===== src/rtl/wb_burst_fetch_if.sv =====
// Wishbone B4 read-only bus between the burst fetcher (master) and a memory slave.
interface wb_burst_fetch_if #(
    parameter int ADDRESS = 21
);
    logic               wb_cyc_o;
    logic               wb_stb_o;
    logic               wb_we_o;
    logic [2:0]         wb_cti_o;
    logic [1:0]         wb_bte_o;
    logic [ADDRESS-1:0] wb_adr_o;
    logic [3:0]         wb_sel_o;
    logic               wb_ack_i;
    logic               wb_rty_i;
    logic               wb_err_i;
    logic [31:0]        wb_dat_i;

    modport master (
        output wb_cyc_o, wb_stb_o, wb_we_o, wb_cti_o, wb_bte_o, wb_adr_o, wb_sel_o,
        input  wb_ack_i, wb_rty_i, wb_err_i, wb_dat_i
    );

    modport slave (
        input  wb_cyc_o, wb_stb_o, wb_we_o, wb_cti_o, wb_bte_o, wb_adr_o, wb_sel_o,
        output wb_ack_i, wb_rty_i, wb_err_i, wb_dat_i
    );
endinterface


===== src/rtl/wb_burst_fetch.sv =====
// Fetches a block of words over Wishbone incrementing bursts into a first-word-fall-through
// FIFO; a burst is only issued once the FIFO can absorb all of its beats.
module wb_burst_fetch #(
    parameter int ADDRESS    = 21,
    parameter int BURST      = 16,
    parameter int RETRY_WAIT = 4
) (
    input  logic               wb_clk_i,
    input  logic               wb_rst_i,
    input  logic               start_i,
    input  logic [ADDRESS-1:0] base_i,
    input  logic [11:0]        len_i,
    output logic               busy_o,
    output logic               done_o,
    output logic               err_o,
    wb_burst_fetch_if.master   wb,
    output logic [31:0]        dat_o,
    output logic               valid_o,
    input  logic               ready_i
);
    localparam int DEPTH = 2 * BURST;
    localparam int PW    = $clog2(DEPTH);
    localparam int CW    = PW + 1;
    localparam int BW    = $clog2(BURST) + 1;
    localparam int RW    = $clog2(RETRY_WAIT + 1) + 1;

    localparam logic [2:0] CTI_CLASSIC = 3'b000;
    localparam logic [2:0] CTI_INCR    = 3'b010;
    localparam logic [2:0] CTI_END     = 3'b111;

    typedef enum logic [1:0] {ST_IDLE, ST_WAIT, ST_BURST, ST_BACKOFF} state_e;

    state_e             state_q;
    logic               cyc_q, busy_q, done_q, err_q;
    logic [2:0]         cti_q;
    logic [ADDRESS-1:0] adr_q;
    logic [11:0]        rem_q;
    logic [BW-1:0]      beat_q;
    logic [RW-1:0]      bo_q;

    logic [31:0]        mem_q [DEPTH];
    logic [PW-1:0]      wr_q, rd_q;
    logic [CW-1:0]      count_q;

    logic [BW-1:0]      beats_d;
    logic [CW-1:0]      free_d;
    logic               push, pop;

    assign beats_d = (rem_q >= 12'(BURST)) ? BW'(BURST) : BW'(rem_q);
    assign free_d  = CW'(DEPTH) - count_q;
    assign push    = cyc_q && wb.wb_ack_i && !wb.wb_rty_i && !wb.wb_err_i;
    assign valid_o = (count_q != '0);
    assign pop     = valid_o && ready_i;

    always_ff @(posedge wb_clk_i) begin
        if (wb_rst_i) begin
            state_q <= ST_IDLE;
            cyc_q   <= 1'b0;
            busy_q  <= 1'b0;
            done_q  <= 1'b0;
            err_q   <= 1'b0;
            cti_q   <= CTI_CLASSIC;
            adr_q   <= '0;
            rem_q   <= '0;
            beat_q  <= '0;
            bo_q    <= '0;
        end else begin
            done_q <= 1'b0;
            case (state_q)
                ST_IDLE: begin
                    if (start_i) begin
                        err_q <= 1'b0;
                        if (len_i != 12'd0) begin
                            adr_q   <= base_i;
                            rem_q   <= len_i;
                            busy_q  <= 1'b1;
                            state_q <= ST_WAIT;
                        end else begin
                            done_q <= 1'b1;
                        end
                    end
                end
                ST_WAIT: begin
                    if (free_d >= CW'(beats_d)) begin
                        cyc_q   <= 1'b1;
                        beat_q  <= beats_d;
                        cti_q   <= (beats_d == BW'(1)) ? CTI_CLASSIC : CTI_INCR;
                        state_q <= ST_BURST;
                    end
                end
                ST_BURST: begin
                    // Error outranks retry, which outranks ack.
                    if (wb.wb_err_i) begin
                        cyc_q   <= 1'b0;
                        cti_q   <= CTI_CLASSIC;
                        err_q   <= 1'b1;
                        busy_q  <= 1'b0;
                        state_q <= ST_IDLE;
                    end else if (wb.wb_rty_i) begin
                        cyc_q   <= 1'b0;
                        cti_q   <= CTI_CLASSIC;
                        bo_q    <= RW'(RETRY_WAIT);
                        state_q <= ST_BACKOFF;
                    end else if (wb.wb_ack_i) begin
                        adr_q  <= adr_q + ADDRESS'(1);
                        rem_q  <= rem_q - 12'd1;
                        beat_q <= beat_q - BW'(1);
                        if (beat_q == BW'(1)) begin
                            cyc_q <= 1'b0;
                            cti_q <= CTI_CLASSIC;
                            if (rem_q == 12'd1) begin
                                busy_q  <= 1'b0;
                                done_q  <= 1'b1;
                                state_q <= ST_IDLE;
                            end else begin
                                state_q <= ST_WAIT;
                            end
                        end else begin
                            cti_q <= (beat_q == BW'(2)) ? CTI_END : CTI_INCR;
                        end
                    end
                end
                ST_BACKOFF: begin
                    if (bo_q <= RW'(1)) begin
                        state_q <= ST_WAIT;
                    end else begin
                        bo_q <= bo_q - RW'(1);
                    end
                end
                default: state_q <= ST_IDLE;
            endcase
        end
    end

    always_ff @(posedge wb_clk_i) begin
        if (wb_rst_i) begin
            wr_q    <= '0;
            rd_q    <= '0;
            count_q <= '0;
        end else begin
            if (push) wr_q <= wr_q + PW'(1);
            if (pop)  rd_q <= rd_q + PW'(1);
            case ({push, pop})
                2'b10:   count_q <= count_q + CW'(1);
                2'b01:   count_q <= count_q - CW'(1);
                default: count_q <= count_q;
            endcase
        end
    end

    always_ff @(posedge wb_clk_i) begin
        if (push) mem_q[wr_q] <= wb.wb_dat_i;
    end

    // The bus is released combinationally so reset frees it in the very cycle it is sampled.
    assign wb.wb_cyc_o = cyc_q && !wb_rst_i;
    assign wb.wb_stb_o = cyc_q && !wb_rst_i;
    assign wb.wb_we_o  = 1'b0;
    assign wb.wb_bte_o = 2'b00;
    assign wb.wb_sel_o = 4'hF;
    assign wb.wb_cti_o = cti_q;
    assign wb.wb_adr_o = adr_q;

    assign busy_o = busy_q;
    assign done_o = done_q;
    assign err_o  = err_q;
    assign dat_o  = valid_o ? mem_q[rd_q] : 32'd0;
endmodule


===== src/flat_wrapper.sv =====
// flat-port wrapper written by rule: the top's interface ports become plain ports
module wb_burst_fetch_flat 
#(
    parameter int ADDRESS    = 21,
    parameter int BURST      = 16,
    parameter int RETRY_WAIT = 4
)
  (wb_clk_i, wb_rst_i, start_i, base_i, len_i, busy_o, done_o, err_o, dat_o, valid_o, ready_i, wb_wb_cyc_o, wb_wb_stb_o, wb_wb_we_o, wb_wb_cti_o, wb_wb_bte_o, wb_wb_adr_o, wb_wb_sel_o, wb_wb_ack_i, wb_wb_rty_i, wb_wb_err_i, wb_wb_dat_i);
  wb_burst_fetch_if #(.ADDRESS(ADDRESS)) wb_i ();
  input  logic wb_clk_i;
  input  logic wb_rst_i;
  input  logic start_i;
  input  logic [ADDRESS-1:0] base_i;
  input  logic [11:0] len_i;
  output logic busy_o;
  output logic done_o;
  output logic err_o;
  output logic [31:0] dat_o;
  output logic valid_o;
  input  logic ready_i;
  output wire logic [$bits(wb_i.wb_cyc_o)-1:0] wb_wb_cyc_o;
  output wire logic [$bits(wb_i.wb_stb_o)-1:0] wb_wb_stb_o;
  output wire logic [$bits(wb_i.wb_we_o)-1:0] wb_wb_we_o;
  output wire logic [$bits(wb_i.wb_cti_o)-1:0] wb_wb_cti_o;
  output wire logic [$bits(wb_i.wb_bte_o)-1:0] wb_wb_bte_o;
  output wire logic [$bits(wb_i.wb_adr_o)-1:0] wb_wb_adr_o;
  output wire logic [$bits(wb_i.wb_sel_o)-1:0] wb_wb_sel_o;
  input wire logic [$bits(wb_i.wb_ack_i)-1:0] wb_wb_ack_i;
  input wire logic [$bits(wb_i.wb_rty_i)-1:0] wb_wb_rty_i;
  input wire logic [$bits(wb_i.wb_err_i)-1:0] wb_wb_err_i;
  input wire logic [$bits(wb_i.wb_dat_i)-1:0] wb_wb_dat_i;
  assign wb_wb_cyc_o = wb_i.wb_cyc_o;
  assign wb_wb_stb_o = wb_i.wb_stb_o;
  assign wb_wb_we_o = wb_i.wb_we_o;
  assign wb_wb_cti_o = wb_i.wb_cti_o;
  assign wb_wb_bte_o = wb_i.wb_bte_o;
  assign wb_wb_adr_o = wb_i.wb_adr_o;
  assign wb_wb_sel_o = wb_i.wb_sel_o;
  assign wb_i.wb_ack_i = wb_wb_ack_i;
  assign wb_i.wb_rty_i = wb_wb_rty_i;
  assign wb_i.wb_err_i = wb_wb_err_i;
  assign wb_i.wb_dat_i = wb_wb_dat_i;
  wb_burst_fetch #(.ADDRESS(ADDRESS), .BURST(BURST), .RETRY_WAIT(RETRY_WAIT)) u_core (.wb_clk_i(wb_clk_i), .wb_rst_i(wb_rst_i), .start_i(start_i), .base_i(base_i), .len_i(len_i), .busy_o(busy_o), .done_o(done_o), .err_o(err_o), .wb(wb_i), .dat_o(dat_o), .valid_o(valid_o), .ready_i(ready_i));
endmodule

===== config.mk =====
export PLATFORM = sky130hd
export DESIGN_NAME = wb_burst_fetch_flat
export DESIGN_NICKNAME = d
export VERILOG_FILES = /design/src/rtl/wb_burst_fetch_if.sv /design/src/rtl/wb_burst_fetch.sv /design/src/flat_wrapper.sv
export SDC_FILE = /design/constraint.sdc
export NUM_CORES = 1
export LEC_CHECK = 0
export ABC_AREA = 1
export CELL_PAD_IN_SITES_DETAIL_PLACEMENT = 0
export CELL_PAD_IN_SITES_GLOBAL_PLACEMENT = 1
export CORE_MARGIN = 2
export CORE_UTILIZATION = 40
export DETAILED_ROUTE_END_ITERATION = 8
export GPL_TIMING_DRIVEN = 0
export PLACE_DENSITY = 0.75
export REMOVE_ABC_BUFFERS = 1
export SYNTH_ARGS = -nofsm -noshare
export SYNTH_HDL_FRONTEND = slang
export SYNTH_SLANG_ARGS = --single-unit

===== constraint.sdc =====
create_clock -name wb_clk_i -period 5.11 [get_ports wb_clk_i]
set_clock_uncertainty 0.1 [all_clocks]
set_input_delay 1.022 -clock wb_clk_i [delete_from_list [all_inputs] [get_ports wb_clk_i]]
set_output_delay 1.022 -clock wb_clk_i [all_outputs]
set_load 0.005 [all_outputs]

# Word-level counts from Yosys, hierarchy flattened
# Memories as Yosys holds them, arrays and structs flattened. A register that Yosys moved wholly into a read port is not among the register bits.
# Cells that the tools add are included.
[totals]
regBits = 67
latchBits = 0
ram_bits = 1024
rom_bits = 0
input_bits = 72
elab_cells = 145
mem_count = 1
[op_classes]
add_sub_neg = 9
mul = 0
div_mod_pow = 0
order_cmp = 3
n_eq_ne = 25
n_shift = 0
muxes = 71
bitwise = 0
reduce_logical = 23
[mem_list]
columns = ["name", "words", "word_bits", "read_ports", "rd_ports_with_merged_regs", "write_ports", "line_no", "source"]
rows = [
  ["u_core.mem_q", 32, 32, 1, 1, 1, "wb_burst_fetch.sv:41", "logic [31:0] mem_q [DEPTH];"],
]
[op_table]
columns = ["operator", "count"]
rows = [
  ["$mux 21", 5],
  ["$mux 12", 5],
  ["$pmux 21 s2", 1],
  ["$mux 5", 7],
  ["$mux 32", 1],
  ["$mux 1", 24],
  ["$pmux 12 s2", 1],
  ["$add 21x1->21 const B", 1],
  ["$mux 2", 9],
  ["$mux 3", 6],
  ["$ne 2x2->1 const B", 7],
  ["$eq 12x1->1 const B", 1],
  ["$ge 12x5->1 const B", 1],
  ["$mux 4", 3],
  ["$pmux 6 s2", 1],
  ["$reduce_and 6->1", 2],
  ["$reduce_bool 12->1", 1],
  ["$sub 12x1->12 const B", 1],
  ["$add 5x1->5 const B", 2],
  ["$eq 5x1->1 const B", 2],
  ["$pmux 5 s2", 1],
  ["$pmux 1 s2", 4],
  ["$pmux 2 s4", 1],
  ["$pmux 4 s2", 1],
  ["25 further kinds", 43],
]

# Logic depth before layout (Yosys ltp)
# Gate-level depths: netlist (run 1).
[depth]
ltp_word = 7
mapped_depth = 21

# Least setup slack after synthesis (run 1)
# Ideal clock, no wire load.
[synth_path]
path_type = "input to register"
start = "input wb_wb_err_i"
end = "memory u_core.mem_q[31][0], enable pin"
arrival_time_ns = 3.771
t_required_ns = 4.547
setup_slack_ns = 0.775
stages = 5
n_path_buf = 0
cell_sequence = "nor2_1 nand2_1 nor2_1 inv_2 nor3_1"
[synth_via]
elab_chain_len = 4
[synth_lines]
columns = ["element", "line_no", "source"]
rows = [
  ["start: declaration", "flat_wrapper.sv:30", "input wire logic [$bits(wb_i.wb_err_i)-1:0] wb_wb_err_i;"],
  ["$logic_not 1->1", "wb_burst_fetch.sv:51", "assign push = cyc_q && wb.wb_ack_i && !wb.wb_rty_i && !wb.wb_err_i;"],
  ["$logic_and 1x1->1", "wb_burst_fetch.sv:51", ""],
  ["$mux 1", "wb_burst_fetch.sv:152", "if (push) mem_q[wr_q] <= wb.wb_dat_i;"],
  ["$mux 1 (implied by the code)", "wb_burst_fetch.sv:152", ""],
  ["end: declaration", "wb_burst_fetch.sv:41", ""],
]
# No other way between the ends.

==> qor.yml, run 1 <==
outcome: "finished clean"
start_kind: "flop"
synth_edf_count: 1024
ios: 141
cp_slowest_stage_delay_ns: 0.53
path_common_cell: "nor2_1"
ys_seq_area_share_pct: 72.0
worstPathCellList: "buf_16 > buf_16 > clkinv_16 > bufbuf_16 > nor2_1 > o221ai_1 > nand3_1 > nand2_1 > nor2_1 > nor2_1 > clkdlybuf4s50_1"
grt_pass1_vias: 28300
design.die.area_um2: 114000
syn_to_final_growth_pct: 17.1
rows: 122
cts_max_path_buffers: 3
cp_data_arrival_time_ns: 3.74
start_util_pct: 40.4
grt_use_total_pct: 20.5
placedCellCount: 5043
post-route-period-util_pct: 95.2
ys_async_sr_fraction_pct: 0
tightest_slew_ns: 1.29
final_nets: 3782
grt_max_degree: 122
synthCells: 3603
rsz0062_at_grt: "no"
final-setup-viol-count: 0
cp_slowest_cell: "dfxtp_4"
ys_ff_latch: 1095
antenna_found_initial: 6
ys_types: 42
seq_area_um2: 32200
firstDrtPassIters: 5
finalMaxSlewViolations: 0
p_leak_nw: 17.0
final.min_clock_period_ns: 4.87
core_um2: 111000
hpwl_mm: 64.4
multi_input_area_um2: 11100
root_buffer: "clkbuf_16"
final_cells: 5261
critPathCaptureType: "primary output"
post-route-util_pct: 47.3
synth_area_per_cell_um2: 12.4
viasPerCell: 5.65
ant_nets: 0
cp.depth: 11
cts_num_sinks: 1095
ir_drop_uv: 301
insertion_delay_ns: 0.71
drt_iter0_drc: 3298
layout-drive-gt1-share_pct: 7.98
ys_warn_count: 0
grt_pass1_wl_mm: 179
dr_total_vias: 29700
portBuffers: 133
wl_per_cell_um: 23.2
hold_violations: 0
path_max_fanout: 68
cts_tree: "done"
cts.clk_slew.worst_paths_ns: 0.06
worstSetupPathType: "flop to primary output"
hold_buffers: 0
critPathBufInv: 5
fill_cells: 9702
drcViolationCount: 0
synth_area_um2: 44700
maxCapViolations: 0
chipHeight_um: 338
r2r_cells: 18
critPathTopFamily: "buffers and inverters"
hold_path.class: "flop to flop"
grt_overflow: 0
fin_tns_setup_ns: 0
wl_mm: 122
cts_buffers: 109
synthFlopType: "edfxtp_1"
hold_depth: 1
slew_headroom_pct: 13.7
power_density_nw_per_um2: 479
hold-worst-slack_ns: 0.357
globalplace.congestion: 0.753
max_freq_mhz: 205
worstPathRequired_ns: 3.99
die_w_um: 338
cts_max_level: 3
report_power, final:
part           switching, W  internal (W)  total, W
Clock               0.00349       0.00479   0.00827
Combinational       0.00416       0.00240   0.00656
Sequential         0.000233       0.00998    0.0102
Total               0.00788        0.0172    0.0251
area by class of cell:
cell class                      instances  share of cell area (%)
Sequential cell                      1095                    61.5
Multi-Input combinational cell       2166                    21.2
Timing Repair Buffer                  213                    5.78
Clock buffer                          134                    5.49
Tap cell                             1488                    3.56
Clock inverter                         69                    1.62
Inverter                               92                   0.760
Timing Repair inverter                  3                  0.0478
Antenna cell                            1                 0.00478
Yosys cell counts, types with 4 or more instances:
| master | number | area (um^2) |
|---|---|---|
| a211oi_1 | 5 | 37.5 |
| a21oi_1 | 92 | 460 |
| a31oi_1 | 7 | 43.8 |
| a32o_1 | 16 | 160 |
| buf_1 | 13 | 48.8 |
| buf_2 | 64 | 320 |
| buf_4 | 34 | 255 |
| buf_6 | 17 | 191 |
| clkbuf_1 | 122 | 458 |
| clkbuf_2 | 4 | 20.0 |
| dfxtp_1 | 71 | 1420 |
| edfxtp_1 | 1024 | 30700 |
| ha_1 | 29 | 363 |
| inv_1 | 87 | 327 |
| inv_2 | 4 | 15.0 |
| nand2_1 | 270 | 1010 |
| nand3_1 | 161 | 806 |
| nand3b_1 | 4 | 30.0 |
| nand4_1 | 11 | 68.8 |
| nor2_1 | 685 | 2570 |
| nor3_1 | 13 | 65.1 |
| o211ai_1 | 12 | 90.1 |
| o21ai_0 | 548 | 2740 |
| o21ai_1 | 34 | 170 |
| o221ai_1 | 182 | 1590 |
| o22ai_1 | 60 | 375 |
| xor2_1 | 12 | 105 |
metrics by stage:
stage	total power [W]	setup slack (ns)	area (um^2)
after floorplan	0.0143	-9.78	43400
after global placement	0.0158	-24.97	46600
after detailed placement	0.0166	-0.258	48300
after CTS	0.0250	0.000432	52200
after global routing	0.0262	0.0416	52300
final	0.0251	0.243	52300
placed cells by master, fill, tap and decap left out, drive strengths merged, types with 8 or more instances in the layout:
master / count
ha: 29
xor2: 12
o21ai: 582
inv: 96
dfxtp: 71
a32o: 16
o22ai: 60
nor2: 687
clkdlybuf4s50: 132
o211ai: 12
nand3: 162
a21oi: 92
nor3: 13
clkbuf: 139
clkinvlp: 8
bufinv: 15
buf: 75
o221ai: 182
nand4: 11
clkinv: 45
nand2: 270
edfxtp: 1024
timing repair:
item	CTS	global route
gates cloned	5	6
endpoints found under the setup margin	19	30
setup buffers	2	1
resized for setup	2	6
hold endpoints to repair	0	0
worst paths after layout:
path	from	end	slack, ns
max	flop	dat_o[20]	0.24
min	u_core.rd_q[4]	flop	0.36
max reg2reg	u_core.count_q[0]	u_core.count_q[5]	1.52
min reg2reg	u_core.rd_q[4]	flop	0.36
layer usage:
layer | routed length, um | vias up | track usage [%]
met4 | 3270 | 10 | 6.12
met5 | 57 | - | 0
met3 | 10600 | 235 | 3.79
met1 | 51100 | 14600 | 27.9
li1 | - | 13500 | -
met2 | 57100 | 1316 | 33.3
flip-flops by register name, summed over array words and instances (netlist names), named ones only:
| register | cells |
|---|---|
| u_core.mem_q | 1024 |
| u_core.wb.wb_adr_o | 21 |
| u_core.rem_q | 12 |
| u_core.count_q | 6 |
| u_core.beat_q | 5 |
| u_core.rd_q | 5 |
| u_core.wr_q | 5 |
| u_core.bo_q | 4 |
| u_core.state_q | 2 |
| u_core.wb.wb_cti_o | 2 |
| u_core.busy_o | 1 |
| u_core.cyc_q | 1 |
| u_core.done_o | 1 |
| u_core.err_o | 1 |
logic make-up (layout without fill, tap and decap cells):
| logic type | Yosys count | after routing | synth area share (%) |
|---|---|---|---|
| AND/OR/NAND/NOR | 1153 | 1153 | 10.3 |
| flip-flops | 1095 | 1095 | 72.0 |
| AO/OA/AOI/OAI | 961 | 961 | 12.8 |
| buffers and inverters | 347 | 511 | 3.71 |
| adder cells (fa/ha/maj) | 30 | 30 | 0.857 |
| XOR/XNOR | 15 | 15 | 0.294 |
| other | 2 | 8 | 0.0168 |
Note: power is estimated with default switching activity, not from simulation.
==> run 2: changes to the inputs <==
--- a/config.mk
+++ b/config.mk
@@ -6,13 +6,11 @@
 export NUM_CORES = 1
 export LEC_CHECK = 0
 export ABC_AREA = 1
-export CELL_PAD_IN_SITES_DETAIL_PLACEMENT = 0
-export CELL_PAD_IN_SITES_GLOBAL_PLACEMENT = 1
 export CORE_MARGIN = 2
 export CORE_UTILIZATION = 40
 export DETAILED_ROUTE_END_ITERATION = 8
 export GPL_TIMING_DRIVEN = 0
-export PLACE_DENSITY = 0.75
+export PLACE_DENSITY = 0.66
 export REMOVE_ABC_BUFFERS = 1
 export SYNTH_ARGS = -nofsm -noshare
 export SYNTH_HDL_FRONTEND = slang
==> run 2 against run 1 <==
  * Die area stayed put
  * Core utilization is 0.24 points lower
  * Routed wire length is 1.6% lower
  * Clock power is 7.0% lower
  * Setup slack worse by 0.12 ns
  * Power is 2.1% lower
  * Global-route usage is 0.46 points lower
  * Hold slack better by 0.0039 ns
  * Largest power group unchanged
==> qor.yml, run 2 (synthesis results as in run 1) <==
outcome: "finished clean"
fill_cells: 9631
setup_ws_ns: 0.118
chipHeight_um: 338
start_util_pct: 40.4
grt_pass1_vias: 28800
largest_reg_flops: 1024
globalplace.congestion: 0.799
viasPerCell: 5.72
post-route-period-util_pct: 97.7
ios: 141
power_density_nw_per_um2: 471
final-setup-viol-count: 0
grt_use_total_pct: 20.0
final_cell_mix: "edfxtp_1, nor2_1, o21ai_0"
antenna_found_initial: 5
wl_per_cell_um: 22.9
portBuffers: 133
hold_violations: 0
tightest_slew_ns: 1.46
wl_mm: 120
path_common_cell: "nor2_1"
hpwl_mm: 64.9
path_max_fanout: 45
grt_pass1_wl_mm: 176
critPathCaptureType: "primary output"
largest_register: "u_core.mem_q"
drcViolationCount: 0
p_leak_nw: 16.9
ant_nets: 0
finalMaxSlewViolations: 0
slew_headroom_pct: 2.45
die_w_um: 338
insertion_delay_ns: 0.69
ir_drop_uv: 339
start_kind: "flop"
core_um2: 111000
final_common_cell: "edfxtp_1"
grt_overflow: 0
worstPathRequired_ns: 3.99
cts_buffers: 109
rows: 122
place_ws_ns: 0.0690
cts_tree: "done"
root_buffer: "clkbuf_16"
hold_path.class: "flop to flop"
multi_input_area_um2: 11100
grt_max_degree: 158
final_nets: 3777
power.total_w: 0.0245
syn_to_final_growth_pct: 16.5
rsz0062_at_grt: "no"
max_freq_mhz: 200
cts.clk_slew.worst_paths_ns: 0.06
layout-drive-gt1-share_pct: 7.61
cp_slowest_stage_delay_ns: 0.93
drt_iter0_drc: 3558
seq_area_um2: 32200
final.min_clock_period_ns: 4.99
worstPathCellList: "inv_1 > o21ai_1 > nor2_1 > nor2_1 > clkdlybuf4s50_1"
dr_total_vias: 30100
cts_max_path_buffers: 3
firstDrtPassIters: 6
cp_data_arrival_time_ns: 3.87
maxCapViolations: 0
cts_max_level: 3
hold_buffers: 0
design.die.area_um2: 114000
cp_slowest_cell: "inv_1"
worstSetupPathType: "flop to primary output"
cts_num_sinks: 1095
## run 2: changes by cell type in the layout (fill, tap and decap cells not counted), sizes merged
cell	delta
bufbuf	+6
buf	-6
clkinv	+18
inv	-2
bufinv	-10
clkinvlp	-5
clkbuf	-3
## run 2: worst paths after layout
check | depth (start not counted) | end | startpoint | slack [ns]
min reg2reg | 1 | flop | u_core.rd_q[4] | 0.36
min | 1 | flop | u_core.rd_q[4] | 0.36
max | 5 | dat_o[22] | flop | 0.12
max reg2reg | 19 | u_core.count_q[5] | u_core.count_q[0] | 1.44
## run 2: metrics by stage
stage                     instances  setup TNS (ns)  hold slack [ns]  cell area [um^2]  utilization [%]
final                          5259               0            0.361             52100             47.1
after global routing           5258               0            0.387             52100             47.1
after CTS                      5253               0            0.351             51900             46.9
after detailed placement       5039               0            0.339             48200             43.6
after global placement         4974        -2333.74            0.332             46600             42.1
after floorplan                3353         -313.03            0.316             43400                -
## run 2: worst max-delay path, delay by kind of cell (launching register included)
kind            cells  cell delay, ns
compound gates      1            0.38
flops               1            0.91
buf+inv             2            1.50
simple gates        2            0.35
## run 2: metal layers
| metal | GRT usage [%] | part of all wire [%] | wire length (um) |
|---|---|---|---|
| met4 | 7.74 | 3.6 | 4280 |
| met1 | 26.6 | 41 | 49600 |
| met5 | 0 | 0.038 | 46 |
| met3 | 3.69 | 8.1 | 9770 |
| met2 | 32.6 | 47 | 56500 |
## run 2: where the power goes
group / switching, W / internal (W)
sequential: 0.000237 / 0.00998
clock: 0.00346 / 0.00423
combinational: 0.00413 / 0.00248
total: 0.00782 / 0.0167
## run 2: cell type report
class	count	share of cell area, %
Multi-Input combinational cell	2166	21.3
Clock buffer	133	5.45
Clock inverter	73	1.12
Antenna cell	1	0.00481
Sequential cell	1095	61.8
Tap cell	1488	3.58
Inverter	92	0.779
Timing Repair Buffer	211	5.91
## run 2: repair_timing
item                                    4_1_cts  5_1_grt
buffers inserted                              0        2
pin swaps                                     0        1
resized for setup                             3        3
endpoints found under the setup margin       19       21
gates cloned                                  8        3
hold endpoints to repair                      0        0
